File: config.mk
export PLATFORM = sky130hd
export DESIGN_NAME = clock_gate_ctrl
export DESIGN_NICKNAME = d
export VERILOG_FILES = /design/src/rtl/clock_gate_ctrl.sv
export SDC_FILE = /design/constraint.sdc
export NUM_CORES = 1
export LEC_CHECK = 0
export CAP_MARGIN = 20
export CORE_MARGIN = 4
export CORE_UTILIZATION = 50
export CTS_BUF_LIST = sky130_fd_sc_hd__clkbuf_4
export CTS_CLUSTER_SIZE = 14
export DETAILED_ROUTE_END_ITERATION = 8
export DONT_BUFFER_PORTS = 1
export GPL_ROUTABILITY_DRIVEN = 0
export SKIP_CTS_REPAIR_TIMING = 1
export SLEW_MARGIN = 40
export SYNTH_ARGS = -nofsm -noshare
export SYNTH_HDL_FRONTEND = slang
export SYNTH_SLANG_ARGS = --single-unit
export TNS_END_PERCENT = 30
File: constraint.sdc
create_clock -name clk_i -period 2.84 [get_ports clk_i]
set_input_delay 0.568 -clock clk_i [delete_from_list [all_inputs] [get_ports clk_i]]
set_output_delay 0.568 -clock clk_i [all_outputs]
set_load 0.01 [all_outputs]
File: src/rtl/clock_gate_ctrl.sv
// clock_gate_ctrl
//   Per-domain automatic clock-gating controller. Each domain runs a small
//   RUN / GATED / WAKE state machine. After IDLE_CYCLES consecutive idle
//   cycles the domain clock enable drops. A wake request, or a drop of the
//   global enable, restores the clock. The domain then waits WAKE_CYCLES
//   settle cycles before it reports ready again.
//
//   Optional build macro CLOCK_GATE_CTRL_STATS_EN adds one saturating 32-bit
//   gated-cycle counter per domain, plus the cnt_clr_i / gated_cycles_o ports.
//   Without the macro those ports and counters do not exist.
//
//   Reset is synchronous and active-high (rst_i).

module clock_gate_ctrl #(
    parameter int NUM_DOMAINS = 4,
    parameter int IDLE_CYCLES = 16,
    parameter int WAKE_CYCLES = 2
) (
    input  logic                   clk_i,
    input  logic                   rst_i,
    input  logic                   enable_i,
    input  logic [NUM_DOMAINS-1:0] idle_i,
    input  logic [NUM_DOMAINS-1:0] wake_req_i,
    output logic [NUM_DOMAINS-1:0] clk_en_o,
    output logic [NUM_DOMAINS-1:0] ready_o,
    output logic [NUM_DOMAINS-1:0] gated_o
`ifdef CLOCK_GATE_CTRL_STATS_EN
    ,
    input  logic                      cnt_clr_i,
    output logic [32*NUM_DOMAINS-1:0] gated_cycles_o
`endif
);

    // ------------------------------------------------------------------
    // Parameter legality, rejected at elaboration
    // ------------------------------------------------------------------
    if (NUM_DOMAINS < 1 || NUM_DOMAINS > 16) begin : g_bad_num_domains
        $error("clock_gate_ctrl: NUM_DOMAINS must be in 1..16");
    end
    if (IDLE_CYCLES < 1 || IDLE_CYCLES > 1024) begin : g_bad_idle_cycles
        $error("clock_gate_ctrl: IDLE_CYCLES must be in 1..1024");
    end
    if (WAKE_CYCLES < 1 || WAKE_CYCLES > 64) begin : g_bad_wake_cycles
        $error("clock_gate_ctrl: WAKE_CYCLES must be in 1..64");
    end

    // ------------------------------------------------------------------
    // Shared counter sizing
    // ------------------------------------------------------------------
    // One counter per domain serves as the idle counter in RUN and as the
    // settle counter in WAKE. It must hold the larger of the two terminal
    // values.
    localparam int CNT_MAX = (IDLE_CYCLES > WAKE_CYCLES) ? IDLE_CYCLES : WAKE_CYCLES;
    localparam int CNT_W   = $clog2(CNT_MAX + 1);

    localparam logic [CNT_W-1:0] IDLE_LAST = CNT_W'(IDLE_CYCLES - 1);
    localparam logic [CNT_W-1:0] WAKE_LAST = CNT_W'(WAKE_CYCLES - 1);
    localparam logic [CNT_W-1:0] CNT_ONE   = CNT_W'(1);

    // ------------------------------------------------------------------
    // State encoding
    // ------------------------------------------------------------------
    // The state bits are the outputs themselves: {clk_en, ready, gated}.
    // Every output therefore comes straight from a flop, with no decode
    // logic between the state register and the clock-gate cell.
    typedef enum logic [2:0] {
        ST_RUN   = 3'b110,
        ST_GATED = 3'b001,
        ST_WAKE  = 3'b100
    } state_e;

    // ------------------------------------------------------------------
    // Per-domain controllers
    // ------------------------------------------------------------------
    for (genvar d = 0; d < NUM_DOMAINS; d++) begin : g_dom

        state_e           state;
        state_e           state_nxt;
        logic [CNT_W-1:0] cnt;
        logic [CNT_W-1:0] cnt_nxt;
        logic             idle_qual;

        // A cycle counts toward gating only when auto-gating is enabled,
        // the domain is idle and nobody wants it awake. A wake request
        // beats a simultaneous idle indication.
        assign idle_qual = enable_i & idle_i[d] & ~wake_req_i[d];

        // State and counter registers; reset returns straight to RUN.
        always_ff @(posedge clk_i) begin
            // NOTE: sequential state uses non-blocking assignments, so every
            // flop samples the pre-edge values no matter how the blocks are
            // ordered.
            if (rst_i) begin
                state <= ST_RUN;
                cnt   <= '0;
            end else begin
                state <= state_nxt;
                cnt   <= cnt_nxt;
            end
        end

        // Next-state and counter logic for one domain.
        always_comb begin
            // NOTE: every combinational output gets a default first, so no
            // path through the case leaves a value unassigned (no latch).
            state_nxt = state;
            cnt_nxt   = '0;

            unique case (state)
                ST_RUN: begin
                    if (idle_qual) begin
                        if (cnt == IDLE_LAST) begin
                            state_nxt = ST_GATED;
                        end else begin
                            cnt_nxt = cnt + CNT_ONE;
                        end
                    end
                end

                ST_GATED: begin
                    if (wake_req_i[d] || !enable_i) begin
                        state_nxt = ST_WAKE;
                    end
                end

                ST_WAKE: begin
                    // Idle and wake inputs are deliberately ignored here;
                    // the settle period always runs to completion.
                    if (cnt == WAKE_LAST) begin
                        state_nxt = ST_RUN;
                    end else begin
                        cnt_nxt = cnt + CNT_ONE;
                    end
                end

                default: begin
                    state_nxt = ST_RUN;
                end
            endcase
        end

        assign clk_en_o[d] = state[2];
        assign ready_o[d]  = state[1];
        assign gated_o[d]  = state[0];
    end

    // ------------------------------------------------------------------
    // Optional gated-cycle statistics
    // ------------------------------------------------------------------
`ifdef CLOCK_GATE_CTRL_STATS_EN

    logic [31:0] stat_cnt [NUM_DOMAINS];

    // Count cycles spent GATED per domain. The count saturates at all-ones,
    // and clear has priority over increment.
    always_ff @(posedge clk_i) begin
        for (int i = 0; i < NUM_DOMAINS; i++) begin
            if (rst_i || cnt_clr_i) begin
                stat_cnt[i] <= '0;
            end else if (gated_o[i] && (stat_cnt[i] != 32'hFFFF_FFFF)) begin
                stat_cnt[i] <= stat_cnt[i] + 32'd1;
            end
        end
    end

    // Flatten the counter array onto the output bus; domain 0 is in the
    // least significant bits.
    always_comb begin
        gated_cycles_o = '0;
        for (int i = 0; i < NUM_DOMAINS; i++) begin
            gated_cycles_o[32*i +: 32] = stat_cnt[i];
        end
    end

`else

    // Statistics are not built: no counters and no extra ports.

`endif

endmodule

======== Word-level counts from Yosys, hierarchy flattened ========
Index checks and enable logic that the tools add are counted.
operators by class
  $add $sub $neg .......................... 4
  equality and inequality tests ........... 36
  multiplexer cells ....................... 36
  bitwise logic cells ..................... 12
  reduce and logical (&&, ||, !) cells .... 9
operator list
  cell                                           count
  two-way mux 5 bit                              12
  two-way mux 3 bit                              16
  case mux 5 bit (2 select lines)                4
  case mux 3 bit (3 select lines)                4
  != test 2 bit, second input constant           16
  == test 3 bit, second input constant           8
  adder 5 x 1 -> 5 bit, second input constant    4
  == test 5 x 1 -> 1 bit, second input constant  4
  == test 5 x 4 -> 1 bit, second input constant  4
  AND reduction 4 bit                            4
  == test 3 x 1 -> 1 bit, second input constant  4
  AND 1 bit                                      8
  logical OR 1 bit                               4
  NOT 1 bit                                      4
  zero test 1 bit                                1
storage, ports and cells
  register bits ........................... 32
  input bits .............................. 11
  logic and storage cells ................. 105

======== Depth between registers and ports, before layout ========
Gate-level depths: netlist (run 1).
  depth after elaboration ................. 4
  gate-level depth with buffers ........... 7

======== Worst setup path before layout (run 1) ========
Ideal clock, no wire load.
  path type ............................... register to register
  start ................................... reg g_dom[0].cnt[0]
  end ..................................... reg g_dom[0].cnt[4]
  library setup time ...................... 70 ps
  data arrival time ....................... 1356 ps
  slack ................................... 1414 ps
  stages on the path, launching flop included .. 7
  path buffers ............................ 0
  cell sequence ........................... dfxtp_1 > ha_1 > nand3_1 > inv_1 > ha_1 > or3_1 > a21oi_1
on the way
  cells in the longest elaborated chain, start to end .. 4
  elaborated cells on any way between the ends .. 7
  classes of those cells .................. add/sub (1); eq/ne (2); mux (4)
RTL lines
  element                                                         RTL line       RTL
  start, declared                                                 79             logic [CNT_W-1:0] cnt;
  start signal, assigned                                          98             cnt <= cnt_nxt;
  adder 5 x 1 -> 5 bit or == test 5 x 4 -> 1 bit (tied branches)  115, 132, 112
  two-way mux 5 bit                                               112            if (cnt == IDLE_LAST) begin
  two-way mux 5 bit                                               111            if (idle_qual) begin
  case mux 5 bit (2 select lines) (*)                             109            unique case (state)
Every way passes the cells marked *; elsewhere a longest branch is shown, timed or not.
A chain may end at the register's enable or synchronous reset.

======== Worst setup path in the final report (run 1) ========
  start ................................... reg g_dom[1].cnt[0]
  end ..................................... reg g_dom[1].cnt[4]
on the way
  cells in the longest elaborated chain, start to end .. 4
  elaborated cells on any way between the ends .. 7
  classes of those cells .................. add/sub (1); eq/ne (2); mux (4)
RTL lines
  element                                                         RTL line
  start, declared                                                 79
  start signal, assigned                                          98
  adder 5 x 1 -> 5 bit or == test 5 x 4 -> 1 bit (tied branches)  115, 132, 112
  two-way mux 5 bit                                               112
  two-way mux 5 bit                                               111
  case mux 5 bit (2 select lines) (*)                             109
Marked as above.

==> results of run 1 <==
[per-stage QoR]
stage	power (µW)	instances
6_report	831	209
5_1_grt	873	209
4_1_cts	844	209
3_5_place_dp	490	201
3_3_place_gp	489	201
2_1_floorplan	486	158
[worst max-delay path, stage by stage (launching register included)]
cell     delay [ns]
dfxtp_1        0.40
ha_1           0.21
nand3_1        0.12
inv_1          0.08
ha_1           0.21
or3_1          0.34
a21oi_1        0.14
[power by group]
group          leakage, µW  internal [µW]  switching, µW  total (µW)
sequential        0.000258            450           1.79         452
clock            0.0000456            194            158         352
combinational     0.000332           11.5           15.7        27.2
[cell families (layout without fill, tap and decap cells)]
family,count (synthesis),count (layout)
compound gates,21,21
flops,32,32
fa+ha+maj,16,16
simple gates,63,63
xor+xnor,8,8
buf+inv,18,25
[layout make-up]
class                           instances  area [µm²]
Sequential cell                        32         641
Inverter                               17        63.8
Clock buffer                            6        45.0
Clock inverter                          2        35.0
Tap cell                               44        55.1
Fill cell                             267        1320
Multi-Input combinational cell        108         872
[per-layer routing]
metal | wire length [µm] | GRT usage (%)
met5 | 0 | 0
met4 | 57 | 7.65
met3 | 201 | 7.03
met2 | 1340 | 27.6
met1 | 1260 | 17.6
[worst paths after layout]
check / startpoint / to / slack, ns / cells after the start
hold reg to reg: g_dom[0].cnt[0] / g_dom[0].cnt[0] / 0.51 / 1
setup reg to reg: g_dom[1].cnt[0] / g_dom[1].cnt[4] / 1.28 / 6
hold / removal: rst_i / g_dom[0].state[0] / 0.29 / 1
setup / recovery: g_dom[1].cnt[0] / g_dom[1].cnt[4] / 1.28 / 6
[placed cells by master, fill, tap and decap left out]
master and n:
o21a_1 1, or3_1 4, nor3_1 16, a2bb2oi_1 6, nand3_1 8, and4b_1 4
xor2_1 4, or2_1 3, a32oi_1 3, o2bb2ai_1 1, a2bb2oi_2 4, dfxtp_1 32
a31oi_1 1, xnor2_1 4, clkbuf_4 6, nor4b_2 1, bufinv_16 1, nand2_1 9
nor4b_1 1, nor3b_1 3, inv_1 17, o21ai_0 1, ha_1 16, nor2_1 4
clkinv_2 1, nor2b_1 6, nand3b_1 1, a21oi_1 4, nor4b_4 3
[state kept, by name, indices dropped and copies added, names as in the netlist]
| register | count |
|---|---|
| g_dom.cnt | 20 |
| g_dom.state | 12 |
==> results by group, run 1 <==
Clock network
  • Clk slew on worst S/H paths: 0.10 ns
  • Worst-Skew Late Latency: 0.34 ns
  • Clock root buffer: clkbuf_4
  • Longest Clk Path Bufs: 2
  • CTS tree: built
  • Num CTS Buffers: 5
  • H-tree Lvls: 2
  • Clock sinks: 32

Timing
  • Final worst slack: 1.28 ns
  • Fmax: 0.642 GHz
  • Relative slew slack: 74.8%
  • Max Clock Skew: 0.00705 ns
  • Min cycle time layout: 1.56 ns
  • Final-report setup violation count: 0
  • Max-slew violations: 0
  • Final worst path period share: 54.9%
  • Post-route setup TNS: 0 ns
  • RSZ-0062 raised after global routing: no
  • Worst slew pin tran: 0.372 ns
  • Worst-case hold slack: 0.285 ns
  • Fin. Hold Viols: 0

Placed design
  • Post-DP HPWL: 2260 µm
  • PortBufs: 0
  • Pre-CTS setup slack: 1.28 ns
  • Post-DP Area: 0.00163 mm²

Floorplan
  • # IOs: 23
  • Die width: 64.2 µm
  • Rows: 20
  • Die ar.: 0.00413 mm²
  • Core ar.: 0.00303 mm²
  • Starting Density: 52.2%
  • Die Ht: 64.2 µm

Synthesis
  • Synthesized area: 0.00158 mm²
  • Area leader, netlist: dfxtp_1
  • Syn_nets: 185
  • Seq/Total Area, Yosys: 40.5%
  • Synth Area in Simple Gates: 26.3%
  • Compound-gate portion of the synthesized area: 11.8%
  • Asr flop ratio synth: 0%
  • Post-synth top cells: dfxtp_1 (32), inv_1 (17), ha_1 (16), nor3_1 (16), nand2_1 (9)
  • Post-Synth Adder-Cell Area: 12.7%
  • Library cells used by synthesis: 27
  • Syn avg cell area: 10.0 µm²
  • Seq cells post-synth: 32
  • Yosys Warn Count: 0
  • Cell with the most instances after synthesis: dfxtp_1
  • Number of synthesized flops with an enable pin: 0
  • Cells after Synth: 158
  • Main synth FF type: dfxtp_1
  • Yosys top cell area share: 40.5%
  • Synth Area in XOR/XNOR: 4.43%
  • Largest family of logic cells by synthesized area: simple AND/OR/NAND/NOR gates
  • Mux cell area share after synthesis: 0%
  • Area contributors post-synth: dfxtp_1 (41%), ha_1 (13%), nor3_1 (5.1%)

Routing
  • Drt initial violations: 44
  • DR vias: 1138
  • Routed Wire Length: 2860 µm
  • Vias per cell: 5.44
  • Average wire per standard cell: 13.7 µm
  • Antenna viol nets, final: 0
  • Drt pass-1 iters: 4
  • Detailed-route DRC error count: 0

Layout
  • Fraction of layout instances using a drive strength above 1: 9.70%
  • Nets: 191
  • Fin area: 0.00171 mm²
  • Post-layout util: 56.5%
  • Antenna cells: 0
  • Area grow syn2layout: 8.23%

Job
  • Max_cap viols: 0

Worst setup path
  • Crit end category: flop
  • Critical path type: reg2reg
  • Crit path DAT: 1.83 ns
  • CP Max Fanout: 4
  • Critical Path Start Type: flop
  • WP data required: 3.11 ns

Global routing
  • Initial antenna violation count: 0
  • Largest net degree at the start of global routing: 11
  • Overflow after GRT: 0
  • GRT Total Usage: 16.4%
  • Vias in the first global route: 1209
  • First-pass GRT wire length: 5210 µm

Pwr
  • Static leakage: 0.000636 µW
  • Power density over cell area: 486 mW/mm²
  • Peak VDD IR: 0.325 mV

Hold path
  • HP Class: in2reg

Status
  • Status: complete, no violations
(Power assumes the default switching activity.)
==> run 2, diff against run 1 <==
- PLACE_DENSITY: unset -> 0.68
- clock period: 2.84 -> 1.3 ns (I/O delays scaled with it)
==> run 2 against run 1 <==
  * The run now ends with negative setup slack left
  * First-iteration DRC count down 11%
  * Wire length grew 21%
  * Clock-buffer cell count down 1
  * Power up 88%
  * Critical path depth unchanged
  * Critical path type unchanged
  * Worst hold slack worse by 0.25 ns
  * Largest power group unchanged
  * Sequential share of layout area shrank 5.8 points
  * Register-to-register slack got worse by 1.4 ns
==> results by group, run 2 (synthesized netlist as in run 1, its figures left out) <==
Status
  • Status: finished, violations left
  • Failing checks: negative setup slack

Pwr
  • Peak VDD IR: 0.542 mV
  • Power density over cell area: 741 mW/mm²
  • Static leakage: 0.000757 µW

Layout
  • Largest register FFs: 20
  • Area of the multi-input gates: 0.00106 mm²
  • Fillcell total: 240
  • Fraction of layout instances using a drive strength above 1: 38.5%
  • Nets: 219
  • Seq. cell area: 667 µm²
  • Commonest non-fill, non-tap cell in the layout: buf_4
  • Most frequent cells in the layout: buf_4 (26), dfxtp_1 (23), nor3_1 (14)
  • Antenna cells: 0
  • Area grow syn2layout: 33.4%
  • Top Registers: g_dom.cnt (20), g_dom.state (12)
  • Largest Register: g_dom.cnt

Timing
  • Max-slew violations: 0
  • Final worst path period share: 107%
  • Fin. Hold Viols: 0
  • Relative slew slack: 74.9%
  • Min cycle time layout: 1.39 ns
  • Final worst slack: -0.0916 ns
  • RSZ-0062 raised after global routing: yes
  • Post-route setup TNS: -0.470 ns
  • Worst slew pin tran: 0.375 ns
  • Max Clock Skew: 0.00412 ns
  • Final-report setup violation count: 12
  • Fmax: 0.719 GHz

Placed design
  • PortBufs: 0
  • Pre-CTS setup slack: -0.0917 ns
  • Post-DP HPWL: 2450 µm

Floorplan
  • Die ar.: 0.00413 mm²
  • Starting Density: 52.2%
  • # IOs: 23
  • Rows: 20
  • Core ar.: 0.00303 mm²
  • Die width: 64.2 µm
  • Die Ht: 64.2 µm

Routing
  • Vias per cell: 5.31
  • Detailed-route DRC error count: 0
  • Drt initial violations: 39
  • Average wire per standard cell: 14.6 µm
  • Drt pass-1 iters: 4
  • Antenna viol nets, final: 0
  • Routed Wire Length: 3440 µm
  • DR vias: 1254

Clock network
  • H-tree Lvls: 2
  • Num CTS Buffers: 5
  • Clk slew on worst S/H paths: 0.09 ns
  • CTS tree: built
  • Longest Clk Path Bufs: 2
  • Clock root buffer: clkbuf_4
  • Clock sinks: 32
  • Worst-Skew Late Latency: 0.32 ns

Worst setup path
  • Critical Path Start Type: flop
  • WP data required: 1.56 ns
  • Crit end category: flop
  • Crit path DAT: 1.66 ns
  • Critical path type: reg2reg
  • Register-to-register setup slack: -0.09 ns
  • Worst reg2reg endpoint: g_dom[3].cnt[4]
  • Register-to-Register Path Depth: 6
  • Reg-to-Reg Start: g_dom[3].cnt[1]
  • CP Max Fanout: 3

Global routing
  • First-pass GRT wire length: 5550 µm
  • GRT Total Usage: 17.1%
  • Overflow after GRT: 0
  • Vias in the first global route: 1324
  • Largest net degree at the start of global routing: 10
  • Initial antenna violation count: 0

Hold path
  • HP Class: in2reg
  • Hold Path End: g_dom[3].state[2]
  • Min-delay src: rst_i
  • WHS Path Cells: 1

Job
  • Max_cap viols: 0
[run 2: cell types whose count changed in the layout (fill, tap and decap cells not counted), moves of 6 or more]
cell     change
buf_4       +26
dfxtp_1      -9
dfxtp_4      +6
ha_1         -8
ha_4         +8
[run 2: how the worst max path moves through the flow]
stage / start / endpoint / cells past startpoint / slack [ns]
final: g_dom[3].cnt[1] / g_dom[3].cnt[4] / 6 / -0.09
after CTS: g_dom[0].cnt[1] / g_dom[0].cnt[4] / 6 / -0.12
after floorplan: g_dom[1].cnt[0] / g_dom[1].cnt[4] / 6 / -0.03
after global routing: g_dom[3].cnt[1] / g_dom[3].cnt[4] / 6 / -0.16
after detailed placement: g_dom[1].cnt[1] / g_dom[1].cnt[4] / 6 / -0.09
after global placement: g_dom[0].cnt[1] / g_dom[0].cnt[4] / 6 / -0.04
[run 2: metal layers]
metal | global-route usage (%) | up-vias | share of wire (%)
li1 | - | 628 | -
met1 | 18.5 | 589 | 41
met2 | 30.4 | 33 | 51
met3 | 7.38 | 4 | 6.7
met4 | 3.96 | 0 | 1.1
met5 | 0 | - | 0
[run 2: layout make-up]
cell class | count | share of cell area [%]
Sequential cell | 32 | 31.6
Clock buffer | 5 | 1.78
Multi-Input combinational cell | 108 | 50.4
Timing Repair Buffer | 28 | 10.3
Tap cell | 44 | 2.61
Inverter | 17 | 3.02
Clock inverter | 2 | 0.356
[run 2: metrics by stage]
step	instances	area, µm²	util, %	hold WS (ns)	power [µW]
2_1_floorplan	158	1660	-	0.430	1060
4_1_cts	234	1950	64.4	-0.0160	1580
5_1_grt	236	2110	69.7	0.0144	1650
6_report	236	2110	69.7	0.0321	1560
3_5_place_dp	227	1910	62.9	0.337	1080
3_3_place_gp	227	1910	62.9	0.334	1080
[run 2: report_power, final]
group          internal, µW  switching (µW)  leakage, µW
Combinational          38.2            44.5     0.000468
Sequential              973            4.75     0.000263
Clock                   188             314    0.0000261
[run 2: critical path, cell delays in order (launching register included)]
cell,delay [ns]
dfxtp_4,0.37
ha_4,0.16
nand3_2,0.08
inv_2,0.03
ha_1,0.25
or3_1,0.32
a21oi_2,0.12
